`src/rtl/alu_muldiv_seq.sv`:
```
// ---------------------------------------------------------------------------
// alu_muldiv_seq
//   Iterative RV32M multiply/divide unit living beside the single-cycle ALU
//   in EX. A request (op, a, b) is taken through a valid/ready handshake.
//   A radix-2 shift-add multiplier or a restoring divider then runs for
//   WIDTH iterations. The result is held until the consumer takes it.
//   A pipeline flush kills any in-flight or held operation.
//
// Ports
//   clk        in   1      clock, rising edge
//   rst_n      in   1      synchronous active-low reset
//   flush      in   1      kill in-flight or held operation
//   in_valid   in   1      request valid
//   in_ready   out  1      request can be accepted this cycle
//   op         in   3      000 MUL 001 MULH 010 MULHSU 011 MULHU
//                          100 DIV 101 DIVU 110 REM 111 REMU
//   a, b       in   WIDTH  operands (rs1, rs2)
//   out_valid  out  1      result valid
//   out_ready  in   1      consumer takes result
//   result     out  WIDTH  selected result
//   zero       out  1      result == 0
//   busy       out  1      unit not idle
// ---------------------------------------------------------------------------
module alu_muldiv_seq #(
    parameter int WIDTH = 32,
    parameter int CNT_W = 6
) (
    input  logic             clk,
    input  logic             rst_n,
    input  logic             flush,
    input  logic             in_valid,
    output logic             in_ready,
    input  logic [2:0]       op,
    input  logic [WIDTH-1:0] a,
    input  logic [WIDTH-1:0] b,
    output logic             out_valid,
    input  logic             out_ready,
    output logic [WIDTH-1:0] result,
    output logic             zero,
    output logic             busy
);

    localparam logic [1:0] S_IDLE = 2'd0;
    localparam logic [1:0] S_CALC = 2'd1;
    localparam logic [1:0] S_DONE = 2'd2;

    localparam logic [2:0] OP_MUL    = 3'b000;
    localparam logic [2:0] OP_MULH   = 3'b001;
    localparam logic [2:0] OP_MULHSU = 3'b010;

    localparam logic [WIDTH-1:0] MIN_NEG = {1'b1, {(WIDTH-1){1'b0}}};

    function automatic logic [WIDTH-1:0] cond_neg_w(input logic [WIDTH-1:0] v,
                                                    input logic en);
        cond_neg_w = en ? -v : v;
    endfunction

    function automatic logic [2*WIDTH-1:0] cond_neg_2w(input logic [2*WIDTH-1:0] v,
                                                       input logic en);
        cond_neg_2w = en ? -v : v;
    endfunction

    logic [1:0]         state;
    logic [CNT_W-1:0]   cnt_p0;
    logic [2:0]         op_p0;
    logic               neg_q_p0;   // negate product / quotient
    logic               neg_r_p0;   // negate remainder (sign of a)
    logic [WIDTH-1:0]   opnd_p0;    // multiplicand or divisor magnitude
    logic [2*WIDTH-1:0] acc_p0;     // product; low half doubles as dividend/quotient
    logic [WIDTH-1:0]   rem_p0;
    logic [WIDTH-1:0]   res_p1;
    logic               zero_p1;

    // ---------------- request decode ----------------
    logic signed [WIDTH-1:0] a_s, b_s;
    logic                    is_div, a_sgn, b_sgn, a_neg, b_neg;
    logic [WIDTH-1:0]        a_mag, b_mag;
    logic                    div_by_zero, div_ovf, special;
    logic [WIDTH-1:0]        special_res;
    logic                    accept;

    assign a_s    = a;
    assign b_s    = b;
    assign is_div = op[2];
    // Divides are signed when op[0]==0; MULH signs both, MULHSU signs a only.
    assign a_sgn  = is_div ? ~op[0] : ((op == OP_MULH) | (op == OP_MULHSU));
    assign b_sgn  = is_div ? ~op[0] : (op == OP_MULH);
    assign a_neg  = a_sgn & (a_s < $signed(WIDTH'(0)));
    assign b_neg  = b_sgn & (b_s < $signed(WIDTH'(0)));
    assign a_mag  = cond_neg_w(a, a_neg);
    assign b_mag  = cond_neg_w(b, b_neg);

    assign div_by_zero = is_div & (b == '0);
    assign div_ovf     = is_div & ~op[0] & (a == MIN_NEG) & (b == '1);
    assign special     = div_by_zero | div_ovf;

    always_comb begin
        special_res = '0;
        if (div_by_zero) begin
            special_res = op[1] ? a : '1;
        end else if (div_ovf) begin
            special_res = op[1] ? '0 : a;
        end
    end

    assign in_ready = ((state == S_IDLE) | ((state == S_DONE) & out_ready)) & ~flush;
    assign accept   = in_valid & in_ready;

    // ---------------- iteration datapath ----------------
    logic [WIDTH:0]       mul_sum;
    logic [2*WIDTH-1:0]   mul_next;
    logic [WIDTH:0]       rem_shift;   // partial remainder widened for the trial subtract
    logic [WIDTH:0]       rem_diff;
    logic [WIDTH-1:0]     rem_next;
    logic [WIDTH-1:0]     quo_next;
    logic [2*WIDTH-1:0]   acc_next;
    logic                 last_iter;

    assign mul_sum  = {1'b0, acc_p0[2*WIDTH-1:WIDTH]}
                    + (acc_p0[0] ? {1'b0, opnd_p0} : {(WIDTH+1){1'b0}});
    assign mul_next = {mul_sum, acc_p0[WIDTH-1:1]};

    assign rem_shift = {rem_p0, acc_p0[WIDTH-1]};
    assign rem_diff  = rem_shift - {1'b0, opnd_p0};
    // Borrow out of the trial subtract means restore the shifted value.
    assign rem_next  = rem_diff[WIDTH] ? rem_shift[WIDTH-1:0] : rem_diff[WIDTH-1:0];
    assign quo_next  = {acc_p0[WIDTH-2:0], ~rem_diff[WIDTH]};

    assign acc_next  = op_p0[2] ? {acc_p0[2*WIDTH-1:WIDTH], quo_next} : mul_next;
    assign last_iter = (cnt_p0 == CNT_W'(WIDTH-1));

    // ---------------- sign fixup / result select ----------------
    logic [2*WIDTH-1:0] prod_fix;
    logic [WIDTH-1:0]   mul_res, quo_fix, rem_fix, div_res, calc_res;

    assign prod_fix = cond_neg_2w(mul_next, neg_q_p0);
    assign mul_res  = (op_p0[1:0] == OP_MUL[1:0]) ? prod_fix[WIDTH-1:0]
                                                  : prod_fix[2*WIDTH-1:WIDTH];
    assign quo_fix  = cond_neg_w(quo_next, neg_q_p0);
    assign rem_fix  = cond_neg_w(rem_next, neg_r_p0);
    assign div_res  = op_p0[1] ? rem_fix : quo_fix;
    assign calc_res = op_p0[2] ? div_res : mul_res;

    // ---------------- control ----------------
    always_ff @(posedge clk) begin
        if (!rst_n) begin
            state  <= S_IDLE;
            cnt_p0 <= '0;
        end else if (flush) begin
            state  <= S_IDLE;
        end else if (accept) begin
            state  <= special ? S_DONE : S_CALC;
            cnt_p0 <= '0;
        end else begin
            case (state)
                S_CALC: begin
                    cnt_p0 <= cnt_p0 + 1'b1;
                    if (last_iter) state <= S_DONE;
                end
                S_DONE: begin
                    if (out_ready) state <= S_IDLE;
                end
                default: state <= S_IDLE;
            endcase
        end
    end

    // ---------------- operand / iteration registers (p0) ----------------
    always_ff @(posedge clk) begin
        if (accept) begin
            op_p0    <= op;
            neg_q_p0 <= a_neg ^ b_neg;
            neg_r_p0 <= a_neg;
            opnd_p0  <= is_div ? b_mag : a_mag;
            acc_p0   <= {{WIDTH{1'b0}}, (is_div ? a_mag : b_mag)};
            rem_p0   <= '0;
        end else if (state == S_CALC) begin
            acc_p0   <= acc_next;
            rem_p0   <= rem_next;
        end
    end

    // ---------------- result register (p1) ----------------
    always_ff @(posedge clk) begin
        if (!rst_n) begin
            res_p1  <= '0;
            zero_p1 <= 1'b0;
        end else if (accept && special) begin
            res_p1  <= special_res;
            zero_p1 <= (special_res == '0);
        end else if ((state == S_CALC) && last_iter && !flush) begin
            res_p1  <= calc_res;
            zero_p1 <= (calc_res == '0);
        end
    end

    assign result    = res_p1;
    assign zero      = zero_p1;
    assign out_valid = (state == S_DONE);
    assign busy      = (state != S_IDLE);

endmodule
```
`config.mk`:
```
export PLATFORM = sky130hd
export DESIGN_NAME = alu_muldiv_seq
export DESIGN_NICKNAME = d
export VERILOG_FILES = /design/src/rtl/alu_muldiv_seq.sv
export SDC_FILE = /design/constraint.sdc
export NUM_CORES = 1
export LEC_CHECK = 0
export BUFFER_PORTS_ARGS = -buffer_cell sky130_fd_sc_hd__buf_4
export CAP_MARGIN = 10
export CORE_MARGIN = 2
export CORE_UTILIZATION = 35
export DETAILED_ROUTE_END_ITERATION = 10
export HOLD_SLACK_MARGIN = 0.1
export PLACE_DENSITY_LB_ADDON = 0.08
export SLEW_MARGIN = 20
export SYNTH_ARGS = -nofsm -noshare
export SYNTH_HDL_FRONTEND = slang
export SYNTH_SLANG_ARGS = --single-unit
```
`constraint.sdc`:
```
create_clock -name clk -period 7.2 [get_ports clk]
set_input_delay 0.72 -clock clk [delete_from_list [all_inputs] [get_ports clk]]
set_output_delay 0.72 -clock clk [all_outputs]
set_load 0.01 [all_outputs]
```
## Yosys cells after proc, flatten, opt, wreduce, memory -nomap -nowiden

Index checks and enable logic that the tools add are counted.

- Latch bits: 0
- Memory bits (read-only): 0
- Register bits: 174
- Word-level logic and storage cells: 96
- Memory bits (writable): 0
- Memories kept: 0

- Reductions and logical operators: 16
- Shift operators: 0
- Multipliers: 0
- Bitwise gates (word level): 18
- Equality and inequality tests: 9
- Div/mod/pow operators: 0
- Muxes and demuxes: 32
- Magnitude comparators: 2
- Add/sub/neg operators: 8

Operators by type and width:

| operator | number |
|---|---|
| two-way mux 32 bit | 20 |
| negation 32 bit | 4 |
| zero test 32 bit | 3 |
| equality test 32 bit (second input constant) | 2 |
| < comparator 32 x 1 -> 1 bit (second input constant) | 2 |
| two-way mux 64 bit | 1 |
| negation 64 bit | 1 |
| adder 32 x 32 -> 33 bit | 1 |
| subtractor 33 x 32 -> 33 bit | 1 |
| two-way mux 6 bit | 2 |
| AND 1 bit | 9 |
| two-way mux 2 bit | 4 |
| adder 6 x 1 -> 6 bit (second input constant) | 1 |
| equality test 6 x 5 -> 1 bit (second input constant) | 1 |
| AND reduction 2 bit | 3 |
| nonzero test 2 bit | 3 |
| inverter 1 bit | 5 |
| zero test 2 bit | 2 |
| two-way mux 1 bit | 4 |
| case mux 2 bit (2 select lines) | 1 |
| equality test 3 x 1 -> 1 bit (second input constant) | 1 |
| equality test 3 x 2 -> 1 bit (second input constant) | 1 |
| logical AND 1 bit | 3 |
| inequality test 3 x 1 -> 1 bit (second input constant) | 1 |
| other kinds (7) | 9 |

## Logic depth before layout (Yosys ltp)

- Depth after elaboration: 9
- Mapped depth: 27

## Least setup slack after synthesis

OpenSTA, ideal clock, no wires.

- Path kind: register to register
- Start: reg acc_p0[31]
- End: reg zero_p1, in the netlist zero
- Stages on the path, launching flop included: 27
- Data required time: 7.113 ns
- Path buffers: 3
- Setup slack: 1.484 ns
- Data arrival time: 5.629 ns
- Cells stage by stage: edfxtp_1 clkbuf_1 inv_1 ha_1 fa_1 nand2b_1 a21oi_2 a31oi_2 o311ai_2 a211o_1 nor2_1 clkinv_1 clkbuf_1 clkbuf_1 nor2_1 a21oi_1 ha_1 nand2_1 nor4_2 nand3_1 o31a_1 a211oi_2 mux2_1 or4b_1 and4b_1 nand4b_1 o31ai_1

- Longest elaborated chain between the ends: 9

RTL lines:

| element | RTL line | source |
|---|---|---|
| from (decl) | 69 | `logic [2*WIDTH-1:0] acc_p0;` |
| from (signal assigned) | 175 | `acc_p0 <= {{WIDTH{1'b0}}, (is_div ? a_mag : b_mag)};` |
| from (signal assigned) | 178 | `acc_p0 <= acc_next;` |
| subtractor 33 x 32 -> 33 bit | 124 | `assign rem_diff = rem_shift - {1'b0, opnd_p0};` |
| two-way mux 32 bit or inverter 1 bit (tied branches) | 126, 127 |  |
| negation 32 bit | 55 | `cond_neg_w = en ? -v : v;` |
| two-way mux 32 bit | 55 |  |
| two-way mux 32 bit | 141 | `assign div_res = op_p0[1] ? rem_fix : quo_fix;` |
| two-way mux 32 bit * | 142 | `assign calc_res = op_p0[2] ? div_res : mul_res;` |
| zero test 32 bit * | 193 | `zero_p1 <= (calc_res == '0);` |
| two-way mux 1 bit * | 191 | `end else if ((state == S_CALC) && last_iter && !flush) begin` |
| two-way mux 1 bit * | 188 | `end else if (accept && special) begin` |
| to (signal assigned) | 190 | `zero_p1 <= (special_res == '0);` |
| to (signal assigned) | 193 |  |
| to (decl) | 72 | `logic zero_p1;` |

Every way passes the cells marked *; elsewhere a longest branch is shown, timed or not. The select of a mux whose other input is x is not followed.
A chain may end at the register's enable or synchronous reset.

## Worst setup path in the final report

- Start: reg opnd_p0[5]
- End: reg zero_p1, in the netlist zero

- Longest elaborated chain between the ends: 9

RTL lines:

| element | RTL line | source |
|---|---|---|
| from (decl) | 68 | `logic [WIDTH-1:0] opnd_p0;` |
| from (signal assigned) | 174 | `opnd_p0 <= is_div ? b_mag : a_mag;` |
| two-way mux 32 bit or subtractor 33 x 32 -> 33 bit (tied branches) | 120, 124 |  |
| adder 32 x 32 -> 33 bit (tied with other cells) | 120 | `+ (acc_p0[0] ? {1'b0, opnd_p0} : {(WIDTH+1){1'b0}});` |
| negation 64 bit or negation 32 bit (tied branches) | 60, 55 |  |
| two-way mux 64 bit or two-way mux 32 bit (tied branches) | 60, 55 |  |
| two-way mux 32 bit, on equally long branches | 137, 141 |  |
| two-way mux 32 bit * | 142 |  |
| zero test 32 bit * | 193 |  |
| two-way mux 1 bit * | 191 |  |
| two-way mux 1 bit * | 188 |  |

Marks and branches as above.

==> impl_metrics.tcl <==
set metrics [dict create \
    finalNetCount 2603 \
    ctsLongestPathBuffers 2 \
    pwr-share-comb_pct 33.6 \
    hp-class "input pin to register" \
    drtPass1Iterations 6 \
    fin_tns_setup_ps 0 \
    antenna_left 0 \
    htreeDepth 4 \
    place.port_buffers 107 \
    avgSynthCellArea_um2 7.51 \
    antenna_found_initial 1 \
    finalHoldViolations 0 \
    synth_top_family_by_area "compound AO/OA/AOI/OAI gates" \
    viasPerCell 6.18 \
    fp.coreArea_mm2 0.0522 \
    start_util_pct 35.2 \
    syn-num-nets 2596 \
    irDropWorstVdd_v 0.000189 \
    fmax_ghz 0.160 \
    cp-start-kind "register" \
    synth_warnings 0 \
    slew_viol_final 0 \
    gp_congestion 0.974 \
    synthCells 2451 \
    place_hpwl_um 71100 \
    p_sw_mw 1.31 \
    setup_viol 0 \
    hp-start "op[0]" \
    crit_type "register to register" \
    p_leak_nw 7.78 \
    io_pins 108 \
    dieArea_mm2 0.0544 \
    clkTransAtPathRegs_ps 80 \
    numCtsBuffers 17 \
    final.period_utilization_pct 86.8 \
    cap_violations 0 \
    critical_path_required_ps 7620 \
    skew_ps 14.9 \
    post-route-util_pct 39.1 \
    yosys.area_share.simple_pct 23.8 \
    yosysUniqueCellTypes 100 \
    regToRegStartpoint "opnd_p0[5]$_DFFE_PP_" \
    drive_gt1_share_pct 10.2 \
    grt_use_total_pct 32.5 \
    cts_resized 0 \
    pwr-share-seq_pct 35.3 \
    swShare_pct 40.8 \
    whs_ps 451 \
    worst-path-max-fanout 16 \
    rsz0062_at_grt "no" \
    ys_seq_elements 174 \
    place_ws_ps 1120 \
    clkSinkCount 174 \
    synth-adder-area-share_pct 5.05 \
    async_flop_share_pct 0 \
    period_minus_slack_ps 6250 \
    grt_max_degree 74 \
    p_int_mw 1.90 \
    whs_path_depth 1 \
    drc 0 \
    clkPwrFrac_pct 31.1 \
    wl_per_cell_um 28.2 \
    insertion_delay_ps 510 \
    dr.first_iter.drc_count 1926 \
    synth-seq-area-share_pct 22.7 \
    synth_compound_area_share_pct 26.7 \
    cts_setup_buffers 0 \
    synthFlopType "dfxtp_1" \
    die_x_um 233 \
    endpoint_kind "register" \
    r2r_setup_slack_ps 950 \
    syn_area_mm2 0.0184 \
    worst_ep_arrival_time_ps 6680 \
    rows 84 \
    setup_ws_ps 949 \
    cts_hold_repair.buffers 0 \
    synthMuxAreaShare_pct 7.24 \
    vias 19500 \
    rr_endpoint "zero$_SDFFE_PN0P_" \
    yosys.area_share.xor_xnor_pct 9.52 \
    grt_pass1_vias 18200 \
    synth_edf_count 69 \
    syn2layout_area_growth_pct 10.9 \
    powerDensity_mw_per_mm2 157 \
    clockRootBuffer "clkbuf_16" \
    tightest_slew_ps 1380 \
    relSlewSlack_pct 5.08 \
    cts_tree "done" \
    hold_end "op_p0[0]$_DFFE_PP_" \
    outcome "complete, no violations" \
    gr-total-overflow 0 \
    ff2ff_path_depth 22 \
    die-height_um 233 \
    grt_pass1_wl_um 128000 \
    wirelength_um 89000 \
]
## flip-flops by register name, indices dropped and copies added, names as in the netlist
register	cells
op_p0	3
neg_r_p0	1
opnd_p0	32
result	32
cnt_p0	6
neg_q_p0	1
zero	1
state	2
acc_p0	64
rem_p0	32
## Yosys cell counts (25+ instances only)
master | n | area, um^2
nand2_1 | 264 | 991
nor2_1 | 231 | 867
a21oi_1 | 201 | 1010
o21ai_0 | 149 | 746
clkbuf_1 | 129 | 484
mux2i_1 | 123 | 1230
xnor2_1 | 106 | 928
dfxtp_1 | 105 | 2100
xor2_1 | 94 | 823
a211oi_1 | 84 | 631
ha_1 | 71 | 888
edfxtp_1 | 69 | 2070
nor3_1 | 69 | 345
inv_1 | 65 | 244
nand3_1 | 50 | 250
o31ai_1 | 40 | 300
or3_1 | 40 | 250
nand4_1 | 35 | 219
nor4_1 | 28 | 175
a31oi_1 | 26 | 163
and2_1 | 25 | 156
o211ai_1 | 25 | 188
## stage by stage
stage / cells / power, mW / area, um^2
final: 3160 / 3.21 / 20400
after global routing: 3159 / 3.33 / 20400
after CTS: 3159 / 3.22 / 20400
after detailed placement: 3127 / 2.21 / 19800
after global placement: 3127 / 2.21 / 19800
after floorplan: 2451 / 1.76 / 18400
## placed cells by master, fill, tap and decap left out, types with 13 or more instances in the layout
cell type  synthesis  layout
and4_1            14      14
dfxtp_1          105     105
a211oi_1          84      82
a21o_1            24      24
mux2i_1          123     123
nor2_1           231     227
inv_1             65      65
nand4_1           35      35
o211ai_1          25      25
clkbuf_16          0      18
o21ai_0          149     148
nand2_1          264     263
buf_4              0     154
o31ai_1           40      40
nor4_1            28      28
xor2_1            94      94
o41ai_1           16      16
a211o_1           13      13
edfxtp_1          69      69
a31oi_1           26      26
nand2b_1          17      17
nor2b_1           16      15
o21a_1            21      21
or4_1             22      22
xnor2_1          106     106
or3_1             40      40
ha_1              71      71
nand3_1           50      50
nor3_1            69      69
or2_2             20      20
a21oi_1          201     201
and3_1            22      22
and2_1            25      25
## worst max path at each step
| stage | start | endpoint | cells past startpoint |
|---|---|---|---|
| floorplan | acc_p0[31]$_DFFE_PN_ | zero$_SDFFE_PN0P_ | 26 |
| global placement | opnd_p0[5]$_DFFE_PP_ | zero$_SDFFE_PN0P_ | 22 |
| detailed placement | opnd_p0[5]$_DFFE_PP_ | zero$_SDFFE_PN0P_ | 22 |
| CTS | opnd_p0[5]$_DFFE_PP_ | zero$_SDFFE_PN0P_ | 22 |
| global route | opnd_p0[5]$_DFFE_PP_ | zero$_SDFFE_PN0P_ | 22 |
| finish | opnd_p0[5]$_DFFE_PP_ | zero$_SDFFE_PN0P_ | 22 |
## cells by family after synthesis
logic type,after synthesis
and+or+nand+nor,892
AOI/OAI and AO/OA,744
buffers and inverters,237
xor gates and xnor gates,200
DFF,174
muxes,131
adders and majority gates,73
## final cells by class
class	instances	area [um^2]
Sequential cell	174	4170
Tap cell	688	861
Multi-Input combinational cell	2040	13300
Inverter	71	268
Clock inverter	14	143
Timing Repair Buffer	154	1160
Clock buffer	18	450
Fill cell	5540	31800
Antenna cell	1	2.50
## critical path: stages (launching register included)
cell,delay (ps)
edfxtp_1,370
inv_1,290
ha_1,450
a21oi_1,390
o22ai_1,140
a31oi_2,280
o311ai_2,210
a211o_1,320
buf_4,210
nor2_4,140
clkinv_1,310
a21oi_1,340
ha_1,260
nand2_1,110
nor4_2,240
nand3_1,190
o31a_1,420
a211oi_2,180
mux2_1,150
or4b_1,530
and4b_1,290
nand4b_1,90
o31ai_1,230
## routing by layer
metal	global-route usage, %	wire length (um)
met1	43.4	39500
met2	51.8	40400
met3	3.94	4870
met4	15.3	4240
met5	0	0
## power groups by stage
stage          clock, mW  combinational, mW  sequential, mW
6_report            1.00               1.08            1.13
5_1_grt             1.06               1.14            1.14
4_1_cts             1.03               1.06            1.13
3_5_place_dp           0               1.05            1.15
3_3_place_gp           0               1.05            1.16
2_1_floorplan          0              0.649            1.11
No activity file was read; power rests on OpenSTA's default activity.
